--- config.mk ---
export PLATFORM = sky130hd
export DESIGN_NAME = wait_time_calc
export DESIGN_NICKNAME = d
export VERILOG_FILES = /design/src/rtl/sbqm_pkg.sv /design/src/rtl/seq_divider.sv /design/src/rtl/wait_time_calc.sv
export SDC_FILE = /design/constraint.sdc
export NUM_CORES = 1
export LEC_CHECK = 0
export CAP_MARGIN = 5
export CORE_MARGIN = 1.5
export CORE_UTILIZATION = 36
export CTS_CLUSTER_SIZE = 10
export DETAILED_ROUTE_END_ITERATION = 10
export MAX_ROUTING_LAYER = met4
export PLACE_DENSITY_LB_ADDON = 0.08
export SYNTH_ARGS = -nofsm -noshare
export SYNTH_HDL_FRONTEND = slang
export SYNTH_SLANG_ARGS = --single-unit
--- constraint.sdc ---
create_clock -name clk -period 2.25 [get_ports clk]
set_input_delay 0.225 -clock clk [delete_from_list [all_inputs] [get_ports clk]]
set_output_delay 0.225 -clock clk [all_outputs]
set_load 0.02 [all_outputs]
--- src/rtl/sbqm_pkg.sv ---
// Shared types and constants for the bank-queue (SBqM) wait-time path.
package sbqm_pkg;

  typedef enum logic [1:0] {
    IDLE = 2'd0,
    DIV  = 2'd1,
    DONE = 2'd2
  } state_e;

  localparam int unsigned P_W_DEF      = 3;
  localparam int unsigned T_W_DEF      = 2;
  localparam int unsigned SVC_TIME_DEF = 3;
  localparam int unsigned W_W_DEF      = 5;

  // Bits needed to hold the largest numerator svc*((2^p_w-1)+(2^t_w-1)-1).
  function automatic int unsigned num_width(input int unsigned p_w,
                                            input int unsigned t_w,
                                            input int unsigned svc);
    int unsigned max_num;
    int unsigned w;
    max_num = svc * (((32'd1 << p_w) - 32'd1) + ((32'd1 << t_w) - 32'd1) - 32'd1);
    w = 1;
    while ((max_num >> w) != 0) w++;
    return w;
  endfunction

endpackage

--- src/rtl/seq_divider.sv ---
// Restoring divider: one quotient bit per cycle, MSB first, N_W cycles per
// division. The quotient register doubles as the numerator shift register.
// done_o is high during the final iteration and quot_o then carries the
// finished quotient, so the caller can register it on the same edge.
module seq_divider
  import sbqm_pkg::*;
#(
  parameter int unsigned N_W = 5,
  parameter int unsigned D_W = 2
) (
  input  logic           clk_i,
  input  logic           rst_i,
  input  logic           start_i,
  input  logic [N_W-1:0] num_i,
  input  logic [D_W-1:0] den_i,
  output logic           done_o,
  output logic [N_W-1:0] quot_o
);

  localparam int unsigned C_W = $clog2(N_W + 1);

  logic [D_W:0]   rem_q, rem_d;
  logic [D_W:0]   trial;
  logic [N_W-1:0] quo_q, quo_d;
  logic [D_W-1:0] den_q;
  logic [C_W-1:0] cnt_q;
  logic           run_q;
  logic           q_bit;

  // One restoring step: shift in next numerator bit, subtract if it fits.
  always_comb begin
    trial  = (rem_q << 1) | (D_W+1)'(quo_q[N_W-1]);
    q_bit  = (trial >= (D_W+1)'(den_q));
    rem_d  = q_bit ? (trial - (D_W+1)'(den_q)) : trial;
    quo_d  = (quo_q << 1) | N_W'(q_bit);
    done_o = run_q && (cnt_q == C_W'(1));
    quot_o = quo_d;
  end

  // Operand load on start, then iterate until the bit counter runs out.
  always_ff @(posedge clk_i or posedge rst_i) begin
    if (rst_i) begin
      rem_q <= '0;
      quo_q <= '0;
      den_q <= '0;
      cnt_q <= '0;
      run_q <= 1'b0;
    end else if (start_i) begin
      rem_q <= '0;
      quo_q <= num_i;
      den_q <= den_i;
      cnt_q <= C_W'(N_W);
      run_q <= 1'b1;
    end else if (run_q) begin
      rem_q <= rem_d;
      quo_q <= quo_d;
      cnt_q <= cnt_q - C_W'(1);
      run_q <= (cnt_q != C_W'(1));
    end
  end

endmodule

--- src/rtl/wait_time_calc.sv ---
// Estimated customer wait time: SVC_TIME*(Pcount+Tcount-1)/Tcount (floor),
// zero when either count is zero, saturated to W_W bits with an overflow flag.
// Valid/ready handshake on both sides; one request in flight at a time.
module wait_time_calc
  import sbqm_pkg::*;
#(
  parameter int unsigned P_W      = P_W_DEF,
  parameter int unsigned T_W      = T_W_DEF,
  parameter int unsigned SVC_TIME = SVC_TIME_DEF,
  parameter int unsigned W_W      = W_W_DEF
) (
  input  logic           clk,
  input  logic           rst,
  input  logic           in_valid,
  output logic           in_ready,
  input  logic [P_W-1:0] Pcount,
  input  logic [T_W-1:0] Tcount,
  output logic           out_valid,
  input  logic           out_ready,
  output logic [W_W-1:0] Wtime,
  output logic           overflow,
  output logic           busy
);

  localparam int unsigned NUM_W = num_width(P_W, T_W, SVC_TIME);
  localparam int unsigned WMAX  = (32'd1 << W_W) - 32'd1;

  state_e         state_q, state_d;
  logic [W_W-1:0] wtime_q, wtime_d;
  logic           ovf_q, ovf_d;
  logic           zero_req;
  logic           div_start;
  logic           div_done;
  logic [NUM_W-1:0] num;
  logic [NUM_W-1:0] div_quot;

  // Numerator build and zero-count bypass detection from the live inputs.
  always_comb begin
    zero_req = (Pcount == '0) || (Tcount == '0);
    num      = NUM_W'(SVC_TIME * (32'(Pcount) + 32'(Tcount) - 32'd1));
  end

  seq_divider #(
    .N_W (NUM_W),
    .D_W (T_W)
  ) u_div (
    .clk_i   (clk),
    .rst_i   (rst),
    .start_i (div_start),
    .num_i   (num),
    .den_i   (Tcount),
    .done_o  (div_done),
    .quot_o  (div_quot)
  );

  // Next-state, divider start and result capture with saturation.
  always_comb begin
    state_d   = state_q;
    wtime_d   = wtime_q;
    ovf_d     = ovf_q;
    div_start = 1'b0;
    unique case (state_q)
      IDLE: begin
        if (in_valid) begin
          if (zero_req) begin
            wtime_d = '0;
            ovf_d   = 1'b0;
            state_d = DONE;
          end else begin
            div_start = 1'b1;
            state_d   = DIV;
          end
        end
      end
      DIV: begin
        if (div_done) begin
          if (32'(div_quot) > WMAX) begin
            wtime_d = '1;
            ovf_d   = 1'b1;
          end else begin
            wtime_d = W_W'(div_quot);
            ovf_d   = 1'b0;
          end
          state_d = DONE;
        end
      end
      DONE: begin
        if (out_ready) state_d = IDLE;
      end
      default: state_d = IDLE;
    endcase
  end

  // State and result registers.
  always_ff @(posedge clk or posedge rst) begin
    if (rst) begin
      state_q <= IDLE;
      wtime_q <= '0;
      ovf_q   <= 1'b0;
    end else begin
      state_q <= state_d;
      wtime_q <= wtime_d;
      ovf_q   <= ovf_d;
    end
  end

  assign in_ready  = (state_q == IDLE);
  assign out_valid = (state_q == DONE);
  assign busy      = (state_q != IDLE);
  assign Wtime     = wtime_q;
  assign overflow  = ovf_q;

endmodule

* Word level (Yosys, flattened, before mapping) *
Cells that the tools add are included.

word-level totals
  output and inout port bits = 9
  register bits after elaboration = 21

operators by class
  multiplexer cells = 25
  eq/ne operators = 8
  order comparisons = 1
  add/subtract/negate cells = 4
  $mul = 1
  bitwise logic cells = 2
  reductions and logical operators = 10

operator list
  kind                   number
  $mux W5                5
  $mux W2                7
  $pmux W5 S2            1
  $mux W1                8
  $mux W3                2
  $pmux W2 S3            1
  $reduce_bool A2 Y1     3
  $mul A3 B5 Y5 const A  1
  $or A5 B1 Y5           1
  $sub A4 B1 Y5 const B  1
  $add A3 B2 Y4          1
  $logic_not A2 Y1       2
  $ne A2 B1 Y1 const B   2
  $ne A2 B2 Y1 const B   2
  $reduce_and A4 Y1      1
  $eq A3 B1 Y1 const B   1
  $ge A3 B2 Y1           1
  $logic_not A3 Y1       1
  $ne A3 B1 Y1 const B   1
  $or A3 B1 Y3           1
  $reduce_and A3 Y1      1
  $sub A3 B1 Y3 const B  1
  $eq A2 B1 Y1 const B   1
  $eq A2 B2 Y1 const B   1
  other kinds (4)        4

* Longest topological paths before layout *
Gate-level depths: netlist of the first run.

  depth in word-level cells = 6
  mapped depth = 13
  gate-level depth less buffers = 13

* Cells and area by module *
A second synthesis of the first run with hierarchy kept.

second synthesis, totals
  cell total of the unflattened synthesis = 134
  area total of the unflattened synthesis = 1355.0 µm²

by module, submodules not included
  module          cells each  seq. area each (µm²)  times used  area each (µm²)
  seq_divider     74          325.3                 1           745.7
  wait_time_calc  60          175.2                 1           609.3

* Least setup slack after synthesis of the first run *
OpenSTA, ideal clock, no wires.

  path kind = input-to-reg
  start = input port Pcount[1]
  end = register u_div.quo_q[4]
  stages = 13
  slack = -0.530 ns
  path buffers = 0
  setup time = 0.126 ns
  data arrival time = 2.654 ns
  data required time = 2.124 ns
  cells stage by stage = inv_1 > ha_1 > inv_1 > ha_1 > inv_1 > fa_1 > ha_1 > ha_1 > fa_1 > xnor2_1 > xnor2_1 > xnor2_1 > mux2i_1

on the way
  cells in the longest elaborated chain, start to end = 6
  elaborated cells between the ends (all ways) = 10
  those cells by class = 2 x add/sub; 1 x mul; 4 x mux; 3 x reduce/logical

RTL lines
  item                                                   line                  RTL
  start, declared                                        wait_time_calc.sv:16  input logic [P_W-1:0] Pcount,
  branches (longest 6 deep; another with $sub A4 B1 Y5)  --
  end signal, assigned                                   seq_divider.sv:50     quo_q <= num_i;
  end signal, assigned                                   seq_divider.sv:56     quo_q <= quo_d;
  end, declared                                          seq_divider.sv:24     logic [N_W-1:0] quo_q, quo_d;

Several ways; the timed one is not identified.
A chain may end at the register's enable or synchronous reset.

* Final worst setup path of the first run *
Same ends and word-level chain as after synthesis.

==> flow_summary.toml, run 1 <==
[worst_setup_path]
critical_path_arrival_ps = 2690
worstPathRequired_ps = 2400
cp-end-kind = "flip-flop"
path_max_fanout = 2
start_kind = "input port"
critPathKind = "in2reg"

[layout]
fin_nets = 187
diodes = 0
syn2layout_area_growth_pct = 31.0
layout_common_cells = "dfrtp_1 (20), inv_1 (18), buf_4 (14)"
drive_gt1_share_pct = 25.9
stdcell_count = 208
final_common_cell = "dfrtp_1"

[hold_path]
hp-class = "in2reg"

[grt]
antenna_found_initial = 0
grt_usage_pct = 13.8
grt_pass1_vias = 956
grt.overflow.total = 0
grt_pass1_wl_mm = 4.20
grt_max_degree = 21

[sta]
fin_crit_ps = 2540
drv_slew = 0
finClkSkew_ps = 2.06
final.period_utilization_pct = 113
whs_ps = 269
hold_viol_final = 0
tightest_slew_ps = 795
timing.final.ws_setup_ps = -286
slew_headroom_pct = 47.0
fmax_mhz = 394
setup_violations = 1
grt_setup_unrepaired = "yes"

[placement]
portBuffers = 16
gp_congestion = 0.848
place_inst = 204
dpl.hpwl_mm = 1.99

[clock_network]
cts_made_buffers = 3
clock_path_buffers = 2
cts_tree = "done"
clock_sinks = 20
hold_buffers = 0
clk_pin_slew_worst_paths_ps = 80
clkLatencyLatePin_ps = 260
clock-root-buffer = "clkbuf_8"
cts.htree.levels = 1

[yosys]
netlist_area_sq_um = 1340
syn_area_per_cell_sq_um = 10.1
syn_nets = 156
synth_cells = 132
synth.distinct_cells = 34
ys_seq_area_share_pct = 37.5
synth_seq_cells = 20
yosys_warnings = 0

[drt]
first_pass_iters = 4
wire_per_inst_um = 12.2
viasPerCell = 4.69
routed_wirelength_mm = 2.53
first_iter_violations = 37
num_vias = 976
drc = 0
final_antenna_net_count = 0

[run_status]
violations = "setup timing"
outcome = "finished, violations left"

[die]
core_sq_um = 3440
dieWidth_um = 63.9
die_area_sq_um = 4090
floorplan.initialDensity_pct = 38.8
io_pins = 18
die_y_um = 63.9
rows = 21

[power_and_ir_drop]
p_leak_nw = 0.830
powerDensity_nw_per_um2 = 1270
ir_worst_vdd_uv = 671

[flow_run]
drv_cap = 0
[area by class of cell]
| cell class | instances | area (sq um) |
|---|---|---|
| Fill cell | 319 | 1690 |
| Multi-Input combinational cell | 84 | 756 |
| Sequential cell | 20 | 500 |
| Timing Repair Buffer | 30 | 272 |
| Inverter | 24 | 110 |
| Tap cell | 46 | 57.6 |
| Clock buffer | 4 | 55.1 |
[metrics by stage]
step / setup TNS, ps / cell area, sq um / util (%) / power [mW] / setup slack (ps)
after global placement: -2130 / 1680 / 48.8 / 1.92 / -1050
after detailed placement: -2260 / 1680 / 48.8 / 1.95 / -1100
final: -286 / 1750 / 50.9 / 2.23 / -286
after global routing: -434 / 1750 / 50.9 / 2.40 / -374
after floorplan: -435 / 1390 / - / 1.57 / -377
after CTS: -406 / 1740 / 50.6 / 2.24 / -350
[timing repair]
action	CTS	global route
endpoints found under the hold margin	0	0
setup buffers	1	0
setup endpoints to repair	3	2
gates resized for setup	14	11
pin swaps	9	10
[kinds of logic after synthesis]
logic type | Yosys count | synth area share (%)
buffers and inverters | 28 | 8.99
AO/OA/AOI/OAI | 20 | 10.5
other | 1 | 0.281
adder cells (fa/ha/maj) | 15 | 15.7
multiplexers | 11 | 8.71
AND/OR/NAND/NOR | 31 | 14.4
XOR/XNOR | 6 | 3.93
flip-flops | 20 | 37.5
[sequential cells by signal, summed over array words and instances, names as in the netlist]
| name | flops |
|---|---|
| u_div.run_q | 1 |
| Wtime | 5 |
| u_div.quo_q | 5 |
| u_div.den_q | 2 |
| u_div.cnt_q | 3 |
| u_div.rem_q | 2 |
| state_q | 2 |
[power by group]
part	internal, mW	switching, mW	leakage, nW
Sequential	0.546	0.159	0.237
Clock	0.156	0.127	0.0288
Combinational	0.641	0.598	0.565
[synth_stat cells (all sizes together)]
cell type   n  area (sq um)
nand4b      1          8.76
nand2      13          48.8
nand2b      3          18.8
nor4        1          21.3
mux2        2          26.3
o41ai       1          8.76
fa          3          60.1
a211oi      3          35.0
a21o        1          8.76
dfrtp      20           500
o21ai       6          30.0
mux2i       9          90.1
conb        1          3.75
xnor2       4          35.0
clkbuf      1          3.75
buf         3          26.3
a21boi      1          7.51
nor3        2          32.5
inv        24          90.1
a211o       1          8.76
nor2        6          22.5
xor2        2          17.5
nor2b       2          12.5
ha         12           150
a21oi       5          25.0
or4b        1          10.0
or2         1          8.76
o31ai       1          7.51
a2111oi     1          8.76
and2b       1          8.76
[critical path, cell delays in order]
cell and delay, ps:
buf_8 100, inv_4 40, ha_4 200, inv_4 50, ha_4 130, inv_4 30, fa_1 550, ha_1 240
ha_2 190, fa_2 400, xnor2_2 140, xnor2_1 180, xnor2_1 130, mux2i_1 80
[path summary, 6_finish.rpt]
kind,start,endpoint,slack (ps),cells after the start
setup / recovery,Pcount[1],u_div.quo_q[4]$_DFFE_PP0P_,-290,14
hold / removal,Tcount[0],u_div.den_q[0]$_DFFE_PP0P_,270,3
setup reg to reg,u_div.quo_q[4]$_DFFE_PP0P_,Wtime[0]$_DFFE_PP0P_,570,6
hold reg to reg,u_div.den_q[0]$_DFFE_PP0P_,u_div.den_q[0]$_DFFE_PP0P_,510,1
max in group asynchronous,rst,u_div.cnt_q[2]$_DFFE_PP0P_,1350,2
min in group asynchronous,rst,Wtime[1]$_DFFE_PP0P_,400,2
[metal layers]
metal	track usage, %	vias to the layer above	share of wire [%]
li1	-	484	-
met1	16.8	466	46
met2	22.4	22	49
met3	3.70	4	3.6
met4	4.08	0	1.7
met5	-	-	0
(Power assumes the default switching activity.)
==> inputs of run 2 (changes only) <==
--- a/config.mk
+++ b/config.mk
@@ -8,6 +8,7 @@
 export CAP_MARGIN = 5
 export CORE_MARGIN = 1.5
 export CORE_UTILIZATION = 36
+export CTS_CLUSTER_DIAMETER = 80
 export CTS_CLUSTER_SIZE = 10
 export DETAILED_ROUTE_END_ITERATION = 10
 export MAX_ROUTING_LAYER = met4
==> results of run 2 <==
The final DEF is identical to that of run 1; final timing and power are the same.
